===== src/rtl/icache_pkg.sv =====
// Shared types and geometry helpers for the set-associative instruction cache.
package icache_pkg;

    typedef enum logic [1:0] {IDLE, FILL, DONE} state_t;

    function automatic int off_bits(input int line_words);
        return $clog2(line_words);
    endfunction

    function automatic int set_bits(input int sets);
        return $clog2(sets);
    endfunction

    function automatic int tag_bits(input int addr_w, input int sets, input int line_words);
        return addr_w - $clog2(sets) - $clog2(line_words);
    endfunction

    // Lowest-index invalid way wins; with every way valid fall back to round robin.
    // Unused way slots must be passed in as valid.
    function automatic logic [1:0] pick_victim(input logic [3:0] valid, input logic [1:0] rr);
        logic [1:0] v;
        v = rr;
        for (int w = 3; w >= 0; w--)
            if (!valid[w]) v = 2'(w);
        return v;
    endfunction

endpackage


===== src/rtl/icache_if.sv =====
// Fetch-side and memory-fill signals of the instruction cache.
interface icache_if #(
    parameter int ADDR_W = 10,
    parameter int DATA_W = 16
);
    logic              req;
    logic [ADDR_W-1:0] addr_in;
    logic              flush;
    logic [DATA_W-1:0] inst_out;
    logic              busy;
    logic              mem_req;
    logic [ADDR_W-1:0] mem_addr;
    logic [DATA_W-1:0] mem_data;
    logic              mem_ack;

    modport master (
        output req, addr_in, flush, mem_data, mem_ack,
        input  inst_out, busy, mem_req, mem_addr
    );

    modport slave (
        input  req, addr_in, flush, mem_data, mem_ack,
        output inst_out, busy, mem_req, mem_addr
    );
endinterface


===== src/rtl/icache_way.sv =====
// One cache way: line data array, per-set tag and valid bit; one write and one read port.
module icache_way import icache_pkg::*; #(
    parameter int DATA_W     = 16,
    parameter int SETS       = 4,
    parameter int LINE_WORDS = 8,
    parameter int TAG_W      = 5,
    localparam int SET_W     = set_bits(SETS),
    localparam int OFF_W     = off_bits(LINE_WORDS)
) (
    input  logic              clk,
    input  logic              rst,
    input  logic              inv_all,
    input  logic              wr_en,
    input  logic [SET_W-1:0]  wr_set,
    input  logic [OFF_W-1:0]  wr_off,
    input  logic [DATA_W-1:0] wr_data,
    input  logic              tag_we,
    input  logic [TAG_W-1:0]  tag_wdata,
    input  logic [SET_W-1:0]  rd_set,
    input  logic [OFF_W-1:0]  rd_off,
    output logic [DATA_W-1:0] rd_data,
    output logic [TAG_W-1:0]  rd_tag,
    output logic              rd_valid
);
    logic [DATA_W-1:0] data_q [SETS*LINE_WORDS];
    logic [TAG_W-1:0]  tag_q  [SETS];
    logic [SETS-1:0]   valid_q;

    always_ff @(posedge clk)
        if (wr_en) data_q[{wr_set, wr_off}] <= wr_data;

    always_ff @(posedge clk)
        if (tag_we) tag_q[wr_set] <= tag_wdata;

    // Invalidate wins over a same-edge line install.
    always_ff @(posedge clk)
        if (rst || inv_all) valid_q <= '0;
        else if (tag_we)    valid_q[wr_set] <= 1'b1;

    assign rd_data  = data_q[{rd_set, rd_off}];
    assign rd_tag   = tag_q[rd_set];
    assign rd_valid = valid_q[rd_set];
endmodule


===== src/rtl/icache_assoc.sv =====
// N-way set-associative instruction cache with handshaked line fill and flush.
// Optional hit/miss counters when ICACHE_STATS_EN is defined.
module icache_assoc import icache_pkg::*; #(
    parameter int ADDR_W     = 10,
    parameter int DATA_W     = 16,
    parameter int SETS       = 4,
    parameter int LINE_WORDS = 8,
    parameter int WAYS       = 2
) (
    input  logic clk,
    input  logic rst,
    input  logic clk_en,
    icache_if.slave bus
`ifdef ICACHE_STATS_EN
    ,
    output logic [31:0] hit_count,
    output logic [31:0] miss_count
`endif
);
    localparam int OFF_W = off_bits(LINE_WORDS);
    localparam int SET_W = set_bits(SETS);
    localparam int TAG_W = tag_bits(ADDR_W, SETS, LINE_WORDS);

    state_t                  state;
    logic [TAG_W-1:0]        l_tag;
    logic [SET_W-1:0]        l_set;
    logic [OFF_W-1:0]        l_off, cnt;
    logic [1:0]              victim;
    logic                    flush_pend;
    logic [SETS-1:0][1:0]    rr_ptr;

    logic [OFF_W-1:0]        a_off;
    logic [SET_W-1:0]        a_set;
    logic [TAG_W-1:0]        a_tag;
    logic [SET_W-1:0]        rd_set;
    logic [OFF_W-1:0]        rd_off;

    logic [WAYS-1:0][DATA_W-1:0] rd_data;
    logic [WAYS-1:0][TAG_W-1:0]  rd_tag;
    logic [WAYS-1:0]             rd_valid, hit_way, wr_en;
    logic [DATA_W-1:0]           hit_data, fill_data;
    logic [3:0]                  valid4;
    logic [1:0]                  vsel;
    logic                        ack, last, inv_all, hit;

    assign a_off = bus.addr_in[OFF_W-1:0];
    assign a_set = bus.addr_in[OFF_W +: SET_W];
    assign a_tag = bus.addr_in[ADDR_W-1 -: TAG_W];

    // Lookups read at the incoming address; DONE reads back the freshly filled word.
    assign rd_set  = (state == IDLE) ? a_set : l_set;
    assign rd_off  = (state == IDLE) ? a_off : l_off;
    assign ack     = clk_en && (state == FILL) && bus.mem_ack;
    assign last    = (cnt == OFF_W'(LINE_WORDS-1));
    assign inv_all = clk_en && (((state == IDLE) && bus.flush) ||
                                ((state == DONE) && (flush_pend || bus.flush)));

    always_comb begin
        hit_way   = '0;
        wr_en     = '0;
        hit_data  = '0;
        fill_data = '0;
        valid4    = '1;
        for (int w = 0; w < WAYS; w++) begin
            hit_way[w] = rd_valid[w] && (rd_tag[w] == a_tag);
            if (hit_way[w]) hit_data = hit_data | rd_data[w];
            if (victim == 2'(w)) fill_data = rd_data[w];
            valid4[w] = rd_valid[w];
            wr_en[w]  = ack && (victim == 2'(w));
        end
    end

    // A flush alongside a request forces a miss; every way is invalid after it.
    assign hit  = (|hit_way) && !bus.flush;
    assign vsel = bus.flush ? 2'd0 : pick_victim(valid4, rr_ptr[a_set]);

    for (genvar w = 0; w < WAYS; w++) begin : g_way
        icache_way #(
            .DATA_W(DATA_W), .SETS(SETS), .LINE_WORDS(LINE_WORDS), .TAG_W(TAG_W)
        ) u_way (
            .clk      (clk),
            .rst      (rst),
            .inv_all  (inv_all),
            .wr_en    (wr_en[w]),
            .wr_set   (l_set),
            .wr_off   (cnt),
            .wr_data  (bus.mem_data),
            .tag_we   (wr_en[w] && last),
            .tag_wdata(l_tag),
            .rd_set   (rd_set),
            .rd_off   (rd_off),
            .rd_data  (rd_data[w]),
            .rd_tag   (rd_tag[w]),
            .rd_valid (rd_valid[w])
        );
    end

    always_ff @(posedge clk) begin
        if (rst) begin
            state        <= IDLE;
            bus.inst_out <= '0;
            l_tag        <= '0;
            l_set        <= '0;
            l_off        <= '0;
            cnt          <= '0;
            victim       <= '0;
            flush_pend   <= 1'b0;
            rr_ptr       <= '0;
        end else if (clk_en) begin
            case (state)
                IDLE: if (bus.req) begin
                    if (hit) bus.inst_out <= hit_data;
                    else begin
                        l_tag  <= a_tag;
                        l_set  <= a_set;
                        l_off  <= a_off;
                        victim <= vsel;
                        cnt    <= '0;
                        state  <= FILL;
                    end
                end
                FILL: begin
                    if (bus.flush) flush_pend <= 1'b1;
                    if (bus.mem_ack) begin
                        cnt <= cnt + 1'b1;
                        if (last) begin
                            rr_ptr[l_set] <= (rr_ptr[l_set] == 2'(WAYS-1)) ? 2'd0
                                                                          : rr_ptr[l_set] + 2'd1;
                            state <= DONE;
                        end
                    end
                end
                DONE: begin
                    bus.inst_out <= fill_data;
                    flush_pend   <= 1'b0;
                    state        <= IDLE;
                end
                default: state <= IDLE;
            endcase
        end
    end

    assign bus.busy     = (state != IDLE) && clk_en;
    assign bus.mem_req  = (state == FILL) && clk_en;
    assign bus.mem_addr = (state == FILL) ? {l_tag, l_set, cnt} : '0;

`ifdef ICACHE_STATS_EN
    logic lookup;
    assign lookup = clk_en && (state == IDLE) && bus.req;

    always_ff @(posedge clk) begin
        if (rst) begin
            hit_count  <= '0;
            miss_count <= '0;
        end else if (lookup) begin
            if (hit) begin
                if (hit_count != '1) hit_count <= hit_count + 32'd1;
            end else if (miss_count != '1) begin
                miss_count <= miss_count + 32'd1;
            end
        end
    end
`endif
endmodule


===== src/flat_wrapper.sv =====
// flat-port wrapper written by rule: the top's interface ports become plain ports
module icache_assoc_flat import icache_pkg::*;
#(
    parameter int ADDR_W     = 10,
    parameter int DATA_W     = 16,
    parameter int SETS       = 4,
    parameter int LINE_WORDS = 8,
    parameter int WAYS       = 2
)
  (clk, rst, clk_en, bus_req, bus_addr_in, bus_flush, bus_mem_data, bus_mem_ack, bus_inst_out, bus_busy, bus_mem_req, bus_mem_addr);
  icache_if #(.ADDR_W(ADDR_W), .DATA_W(DATA_W)) bus_i ();
  input  logic clk;
  input  logic rst;
  input  logic clk_en;
  input wire logic [$bits(bus_i.req)-1:0] bus_req;
  input wire logic [$bits(bus_i.addr_in)-1:0] bus_addr_in;
  input wire logic [$bits(bus_i.flush)-1:0] bus_flush;
  input wire logic [$bits(bus_i.mem_data)-1:0] bus_mem_data;
  input wire logic [$bits(bus_i.mem_ack)-1:0] bus_mem_ack;
  output wire logic [$bits(bus_i.inst_out)-1:0] bus_inst_out;
  output wire logic [$bits(bus_i.busy)-1:0] bus_busy;
  output wire logic [$bits(bus_i.mem_req)-1:0] bus_mem_req;
  output wire logic [$bits(bus_i.mem_addr)-1:0] bus_mem_addr;
  assign bus_i.req = bus_req;
  assign bus_i.addr_in = bus_addr_in;
  assign bus_i.flush = bus_flush;
  assign bus_i.mem_data = bus_mem_data;
  assign bus_i.mem_ack = bus_mem_ack;
  assign bus_inst_out = bus_i.inst_out;
  assign bus_busy = bus_i.busy;
  assign bus_mem_req = bus_i.mem_req;
  assign bus_mem_addr = bus_i.mem_addr;
  icache_assoc #(.ADDR_W(ADDR_W), .DATA_W(DATA_W), .SETS(SETS), .LINE_WORDS(LINE_WORDS), .WAYS(WAYS)) u_core (.clk(clk), .rst(rst), .clk_en(clk_en), .bus(bus_i));
endmodule

===== config.mk =====
export PLATFORM = sky130hd
export DESIGN_NAME = icache_assoc_flat
export DESIGN_NICKNAME = d
export VERILOG_FILES = /design/src/rtl/icache_pkg.sv /design/src/rtl/icache_if.sv /design/src/rtl/icache_way.sv /design/src/rtl/icache_assoc.sv /design/src/flat_wrapper.sv
export SDC_FILE = /design/constraint.sdc
export NUM_CORES = 1
export LEC_CHECK = 0
export ABC_AREA = 1
export BUFFER_PORTS_ARGS = -buffer_cell sky130_fd_sc_hd__buf_2
export CAP_MARGIN = 30
export CELL_PAD_IN_SITES_DETAIL_PLACEMENT = 1
export CELL_PAD_IN_SITES_GLOBAL_PLACEMENT = 1
export CORE_ASPECT_RATIO = 0.6
export CORE_MARGIN = 5
export CORE_UTILIZATION = 50
export DETAILED_ROUTE_END_ITERATION = 8
export HOLD_SLACK_MARGIN = 0.1
export MAX_ROUTING_LAYER = met4
export PLACE_DENSITY_LB_ADDON = 0.15
export SLEW_MARGIN = 10
export SYNTH_ARGS = -nofsm -noshare
export SYNTH_HDL_FRONTEND = slang
export SYNTH_HIERARCHICAL = 1
export SYNTH_SLANG_ARGS = --single-unit

===== constraint.sdc =====
create_clock -name clk -period 4.75 [get_ports clk]
set_input_delay 0.2375 -clock clk [delete_from_list [all_inputs] [get_ports clk]]
set_output_delay 0.2375 -clock clk [all_outputs]
set_load 0.02 [all_outputs]

==> results.yml, run 1 <==
outcome:
  status: "finished clean"
detailed_routing:
  drt_wl_total_mm: 142
  route.detailed.drc: 0
  route.antenna.remaining_nets: 0
  routed_via_density: 5.82
  route.met3.wl_mm: 10.8
  initialDrtViolationCount: 3860
  wl_per_cell_um: 25.1
  count_of_vias_placed_by_the_detailed_router: 32920
  detailroute.wirelength.met2_mm: 62.6
  wl_met1_mm: 66.0
  detailedRoute.firstPassIterationCount: 5
  uppermost_layer_routed: "met4"
floorplanning:
  design.portCount: 60
  height_of_the_die_um: 247
  effective_utilization_at_floorplan_pct: 50.2
  die_width_um: 405
  rows: 87
  core-area_mm2: 0.0935
  area_of_the_die_mm2: 0.100
clocking:
  htree_num_levels: 3
  cts_tree: "yes"
  postCtsSetupBuffers: 0
  clock_latency_ps: 690
  number_of_buffers_inserted_during_clock_tree_synthesis: 102
  sinks_on_the_clock_net: 1114
  cts_root_buf: "clkbuf_16"
  cts.reportedPaths.clkPinSlew_ps: 70
  cts-root-to-sink-buffers: 3
timing:
  finalSetupTns_ps: 0
  rsz0062_at_grt: "no"
  max_slew.worst_pin.slew_ps: 1020
  slew_violations: 0
  timing.hold.ws_ps: 248
  timing.final.crit_share_pct: 86.3
  finalHoldViolCount: 0
  relSlewSlack_pct: 31.9
  setup-violations-final: 0
  final_critical_delay_including_setup_and_external_delays_ps: 4100
  achievable-frequency_ghz: 0.244
  fin_worst_skew_ps: 18.7
setup_path:
  worstPathRequired_ps: 5390
  critical_path_arrival_ps: 4740
  path_class: "reg -> reg"
  cp-end-kind: "flop"
  critical_path.max_fanout: 45
  start_kind: "flop"
place:
  dpl-instance-area_mm2: 0.0483
  finalWeightedCongestion: 0.908
  buffer_ports.inserted: 59
  dpl.cell_count: 5444
  hpwl_mm: 82.6
logic_synthesis:
  synth_area_mm2: 0.0469
  syn-instance-count: 4257
  ys_dominant_reg_cell: "edfxtp_1"
  postSynthAreaPerCell_um2: 11.0
  seq_area_frac_synth_pct: 70.2
  synth_mux_area_share_pct: 0
  simple_gate_area_share_of_the_yosys_netlist_pct: 24.3
  synth-xor-area-share_pct: 0
  yosysWarningCount: 6
  dominant_combinational_cell_family_by_area_after_synthesis: "simple AND/OR/NAND/NOR gates"
  synth_compound_gate_area_share_pct: 1.02
  synth.distinct_cells: 39
  synth_nets: 4291
  post_synth_fa_ha_maj_area_fraction_pct: 0.0533
  async_flop_share_pct: 0
  synth_enable_flop_cells: 1064
  ys_ff_latch: 1114
finish:
  final_common_cell: "nand2_1"
  finish.instance_area_mm2: 0.0517
  area_delta_synth_final_pct: 10.3
  layout-drive-gt1-share_pct: 8.38
  post_layout_nonfiller_instances: 5652
  final_net_count: 4357
  fill_count: 9828
  most_frequent_cells_in_the_layout: "1652 x nand2_1, 1064 x edfxtp_1, 859 x nand3_1"
pwr:
  power.density_mw_per_mm2: 426
  vdd_drop_max_uv: 329
  power.static_leakage_nw: 19.4
job:
  cap_viol_max_count: 0
global_route:
  overflow: 0
  initial_antenna_violation_count: 5
  global_route.usage.total_pct: 29.2
  global_route_wire_length_before_repair_mm: 212
  vias_in_the_first_global_route: 33023
  grt_start_max_net_pins: 163
worst_hold_path:
  timing.hold.worst.class: "in -> reg"
kinds of logic after synthesis:
family                     count (synthesis)
and+or+nand+nor                         2718
DFF                                     1114
buffers and inverters                    342
AOI/OAI and AO/OA                         81
adders and majority gates                  2
cells in the mapped netlist (17+ instances only):
| cell type | instances | area, um^2 |
|---|---|---|
| a21oi_1 | 17 | 85.1 |
| buf_1 | 20 | 75.1 |
| buf_2 | 71 | 355 |
| buf_4 | 53 | 398 |
| buf_6 | 58 | 653 |
| clkbuf_1 | 38 | 143 |
| dfxtp_1 | 50 | 1000 |
| edfxtp_1 | 1064 | 32000 |
| inv_1 | 77 | 289 |
| nand2_1 | 1655 | 6210 |
| nand3_1 | 859 | 4300 |
| nor2_1 | 175 | 657 |
| o21ai_0 | 35 | 175 |
path summary, 6_finish.rpt:
kind,startpoint,end,slack (ps),depth (start not counted)
max reg2reg,u_core/state[0],u_core/l_off[2],650,19
max,u_core/state[0],u_core/l_off[2],650,19
min reg2reg,u_core/g_way[0].u_way/valid_q[0],u_core/g_way[0].u_way/valid_q[0],480,2
min,bus_req,u_core/victim[0],250,6
where the power goes:
| part | total [W] | switching [W] | internal [W] |
|---|---|---|---|
| registers | 0.0108 | 0.0000348 | 0.0108 |
| clock network | 0.00805 | 0.00361 | 0.00445 |
| logic | 0.00315 | 0.00238 | 0.000778 |
state kept, by name (all words and copies together), names as in the netlist:
name,flops
u_core/flush_pend,1
u_core/cnt,3
u_core/g_way.u_way/valid_q,8
u_core/g_way.u_way/data_q,1024
u_core/rr_ptr,8
u_core/l_off,3
u_core/g_way.u_way/tag_q,40
u_core/bus.inst_out,16
u_core/l_set,2
u_core/victim,2
u_core/l_tag,5
u_core/state,2
per-stage QoR:
stage	utilization (%)	total power, W	worst slack, ps
floorplan	-	0.0130	2080
global placement	51.6	0.0140	1180
detailed placement	51.7	0.0141	869
CTS	55.3	0.0221	379
global route	55.3	0.0228	419
finish	55.3	0.0220	651
routing by layer:
layer / global-route usage, % / vias to the layer above
li1: - / 14755
met1: 43.7 / 16830
met2: 43.0 / 1160
met3: 4.13 / 175
met4: 5.90 / 0
met5: - / -
critical path, cell delays in order (launching register included):
cell and delay, ps:
dfxtp_1 470, inv_2 80, nand2_4 200, nand2_1 140
o21ai_4 90, buf_4 490, inv_1 280, o21ai_0 170
o22ai_1 180, nand2_1 130, nand2_1 60, nor2_1 120
nand3_1 90, nand2_1 160, nand2_2 130, nand3_1 200
buf_8 220, nand2_1 90, a21oi_1 140, dlygate4sd3_1 560
repair_timing:
item | CTS | global route
endpoints found under the setup margin | 0 | 0
hold endpoints to repair | 21 | 0
gates resized for setup | 0 | 0
hold buffers | 18 | 0
layout make-up:
type                            count  area, um^2  share of cell area, %
Clock inverter                     49         428                  0.827
Timing Repair Buffer              206        1740                   3.36
Sequential cell                  1114       33000                   63.7
Multi-Input combinational cell   2801       11900                   23.1
Tap cell                         1246        1560                   3.01
Inverter                           98         390                  0.755
Clock buffer                      134        2720                   5.27
Antenna cell                        4        10.0                 0.0193
Note: power is estimated with default switching activity, not from simulation.
==> inputs of run 2 (changes only) <==
==> constraint.sdc (replaced) <==
create_clock -name clk -period 4.75 [get_ports clk]
set_input_delay 0 -clock clk [delete_from_list [all_inputs] [get_ports clk]]
set_output_delay 0 -clock clk [all_outputs]
set_load 0.02 [all_outputs]
==> run 2 against run 1 <==
Clock power is 8.1% higher. Via count is 0.12% higher. Die area stayed put. Clock skew hardly changed. Largest power group unchanged. Highest routed layer unchanged.
==> results.yml, run 2 (same netlist as run 1, synthesis figures left out) <==
outcome:
  status: "finished clean"
detailed_routing:
  initialDrtViolationCount: 3413
  route.detailed.drc: 0
  count_of_vias_placed_by_the_detailed_router: 32959
  drt_wl_total_mm: 143
  route.antenna.remaining_nets: 0
  wl_per_cell_um: 25.2
  routed_via_density: 5.81
  detailedRoute.firstPassIterationCount: 6
place:
  buffer_ports.inserted: 59
  hpwl_mm: 82.4
  finalWeightedCongestion: 0.931
  preCtsSetupSlack_ps: 808
  dpl.cell_count: 5442
clocking:
  number_of_buffers_inserted_during_clock_tree_synthesis: 102
  cts.reportedPaths.clkPinSlew_ps: 70
  cts_root_buf: "clkbuf_16"
  clock_latency_ps: 710
  sinks_on_the_clock_net: 1114
  cts-root-to-sink-buffers: 3
  htree_num_levels: 3
  cts_tree: "yes"
finish:
  multiInputGateArea_mm2: 0.0119
  post_layout_nonfiller_instances: 5676
  final_net_count: 4379
  final_common_cell: "nand2_1"
  area_delta_synth_final_pct: 11.5
  most_frequent_cells_in_the_layout: "1652 x nand2_1, 1064 x edfxtp_1, 859 x nand3_1"
  regMostFlops: "u_core/g_way.u_way/data_q"
  layout-drive-gt1-share_pct: 8.81
  fill_count: 9860
  largest_register_ffs: 1024
  reg.largest.list: "u_core/g_way.u_way/data_q (1024), u_core/g_way.u_way/tag_q (40), u_core/bus.inst_out (16)"
  regArea_mm2: 0.0330
setup_path:
  path_class: "reg -> reg"
  timing.critical_path.slowest_cell_delay_ps: 650
  setup.reg_to_reg.worst_slack_ps: 320
  start_kind: "flop"
  worstPathRequired_ps: 5340
  path_cells: "inv_2 > nand2_4 > nand2_1 > o21ai_4 > inv_1 > o21ai_0 > o22ai_1 > nand2_1 > nor2_1 > nand3_1 > nand2_1 > nand2_2 > nand4_1 > dlygate4sd3_1 > a21oi_1 > dlygate4sd3_1"
  critical_path.max_fanout: 22
  critical_path.slowest_cell: "inv_1"
  cp-end-kind: "flop"
  critical_path_arrival_ps: 5020
  critical-path-top-cell-by-count: "nand2_1"
pwr:
  power.density_mw_per_mm2: 434
  power.switching_w: 0.00612
  power.static_leakage_nw: 19.7
  switching_share_pct: 27.0
  clock_power_share_pct: 38.3
  power.share.sequential_pct: 47.6
  power_frac_comb_pct: 14.0
  p_int_w: 0.0166
  vdd_drop_max_uv: 323
timing:
  fin_worst_skew_ps: 18.3
  finalSetupTns_ps: 0
  rsz0062_at_grt: "no"
  setup-violations-final: 0
  slew_violations: 0
  finalHoldViolCount: 0
  achievable-frequency_ghz: 0.226
  setup_slack_ps: 317
  relSlewSlack_pct: 12.0
  timing.final.crit_share_pct: 93.3
  max_slew.worst_pin.slew_ps: 1320
  final_critical_delay_including_setup_and_external_delays_ps: 4430
global_route:
  initial_antenna_violation_count: 2
  overflow: 0
  grt_start_max_net_pins: 157
  global_route_wire_length_before_repair_mm: 213
  global_route.usage.total_pct: 29.4
  vias_in_the_first_global_route: 32908
worst_hold_path:
  timing.hold.worst.class: "in -> reg"
floorplanning:
  effective_utilization_at_floorplan_pct: 50.2
  rows: 87
  design.portCount: 60
  height_of_the_die_um: 247
  area_of_the_die_mm2: 0.100
  core-area_mm2: 0.0935
  die_width_um: 405
job:
  cap_viol_max_count: 0
-- run 2: changes by cell type in the layout (fill, tap and decap cells not counted), moves of 2 or more --
cell and change:
bufinv_16 +7, clkbuf_1 -5, clkbuf_16 +4, clkinv_1 -12, clkinv_2 +6, clkinv_4 +2
diode_2 -2, dlygate4sd3_1 +22
-- run 2: cell type report --
| cell class | instances | area share [%] |
|---|---|---|
| Sequential cell | 1114 | 63.0 |
| Multi-Input combinational cell | 2801 | 22.8 |
| Clock buffer | 134 | 5.39 |
| Timing Repair Buffer | 228 | 3.76 |
| Tap cell | 1246 | 2.98 |
| Clock inverter | 53 | 1.27 |
| Inverter | 98 | 0.747 |
| Antenna cell | 2 | 0.00957 |
-- run 2: worst max-delay path: cells and delay by family, from the launching register on --
kind / cells / cell delay (ps)
buf+inv: 4 / 1930
compound gates: 4 / 870
flops: 1 / 350
simple gates: 8 / 1150
-- run 2: power groups by stage --
| stage | Clock [W] | Sequential, W | Combinational, W |
|---|---|---|---|
| floorplan | 0 | 0.0110 | 0.00198 |
| global placement | 0 | 0.0110 | 0.00300 |
| finish | 0.00870 | 0.0108 | 0.00318 |
| global route | 0.00928 | 0.0108 | 0.00343 |
| detailed placement | 0 | 0.0110 | 0.00308 |
| CTS | 0.00882 | 0.0108 | 0.00314 |
-- run 2: path summary, 6_finish.rpt --
path	to	depth (start not counted)	startpoint
setup / recovery	u_core/l_off[2]	16	u_core/state[1]
hold / removal	u_core/l_tag[2]	4	bus_addr_in[7]
setup reg to reg	u_core/l_off[2]	16	u_core/state[1]
hold reg to reg	u_core/g_way[1].u_way/valid_q[2]	1	u_core/g_way[1].u_way/valid_q[2]
-- run 2: what timing repair did --
item | 4_1_cts | 5_1_grt
hold buffers | 40 | 0
buffers inserted | 0 | 0
endpoints found under the hold margin | 1041 | 0
resized for setup | 0 | 0
setup endpoints to repair | 0 | 0
-- run 2: metal layers --
metal | share of wire [%] | GRT usage, % | wire, um | up-vias
li1 | - | - | - | 14789
met5 | 0 | - | 0 | -
met1 | 46 | 43.7 | 66100 | 16770
met3 | 7.6 | 4.79 | 10900 | 184
met2 | 44 | 43.4 | 63300 | 1216
met4 | 2.1 | 5.67 | 2940 | 0
-- run 2: per-stage QoR --
stage	total power [W]	hold slack [ps]	cell area [um^2]	utilization, %
after floorplan	0.0130	98.9	46900	-
after CTS	0.0228	144	52200	55.8
after global routing	0.0235	170	52300	55.9
after global placement	0.0140	286	48300	51.6
after detailed placement	0.0141	304	48300	51.7
final	0.0227	194	52300	55.9
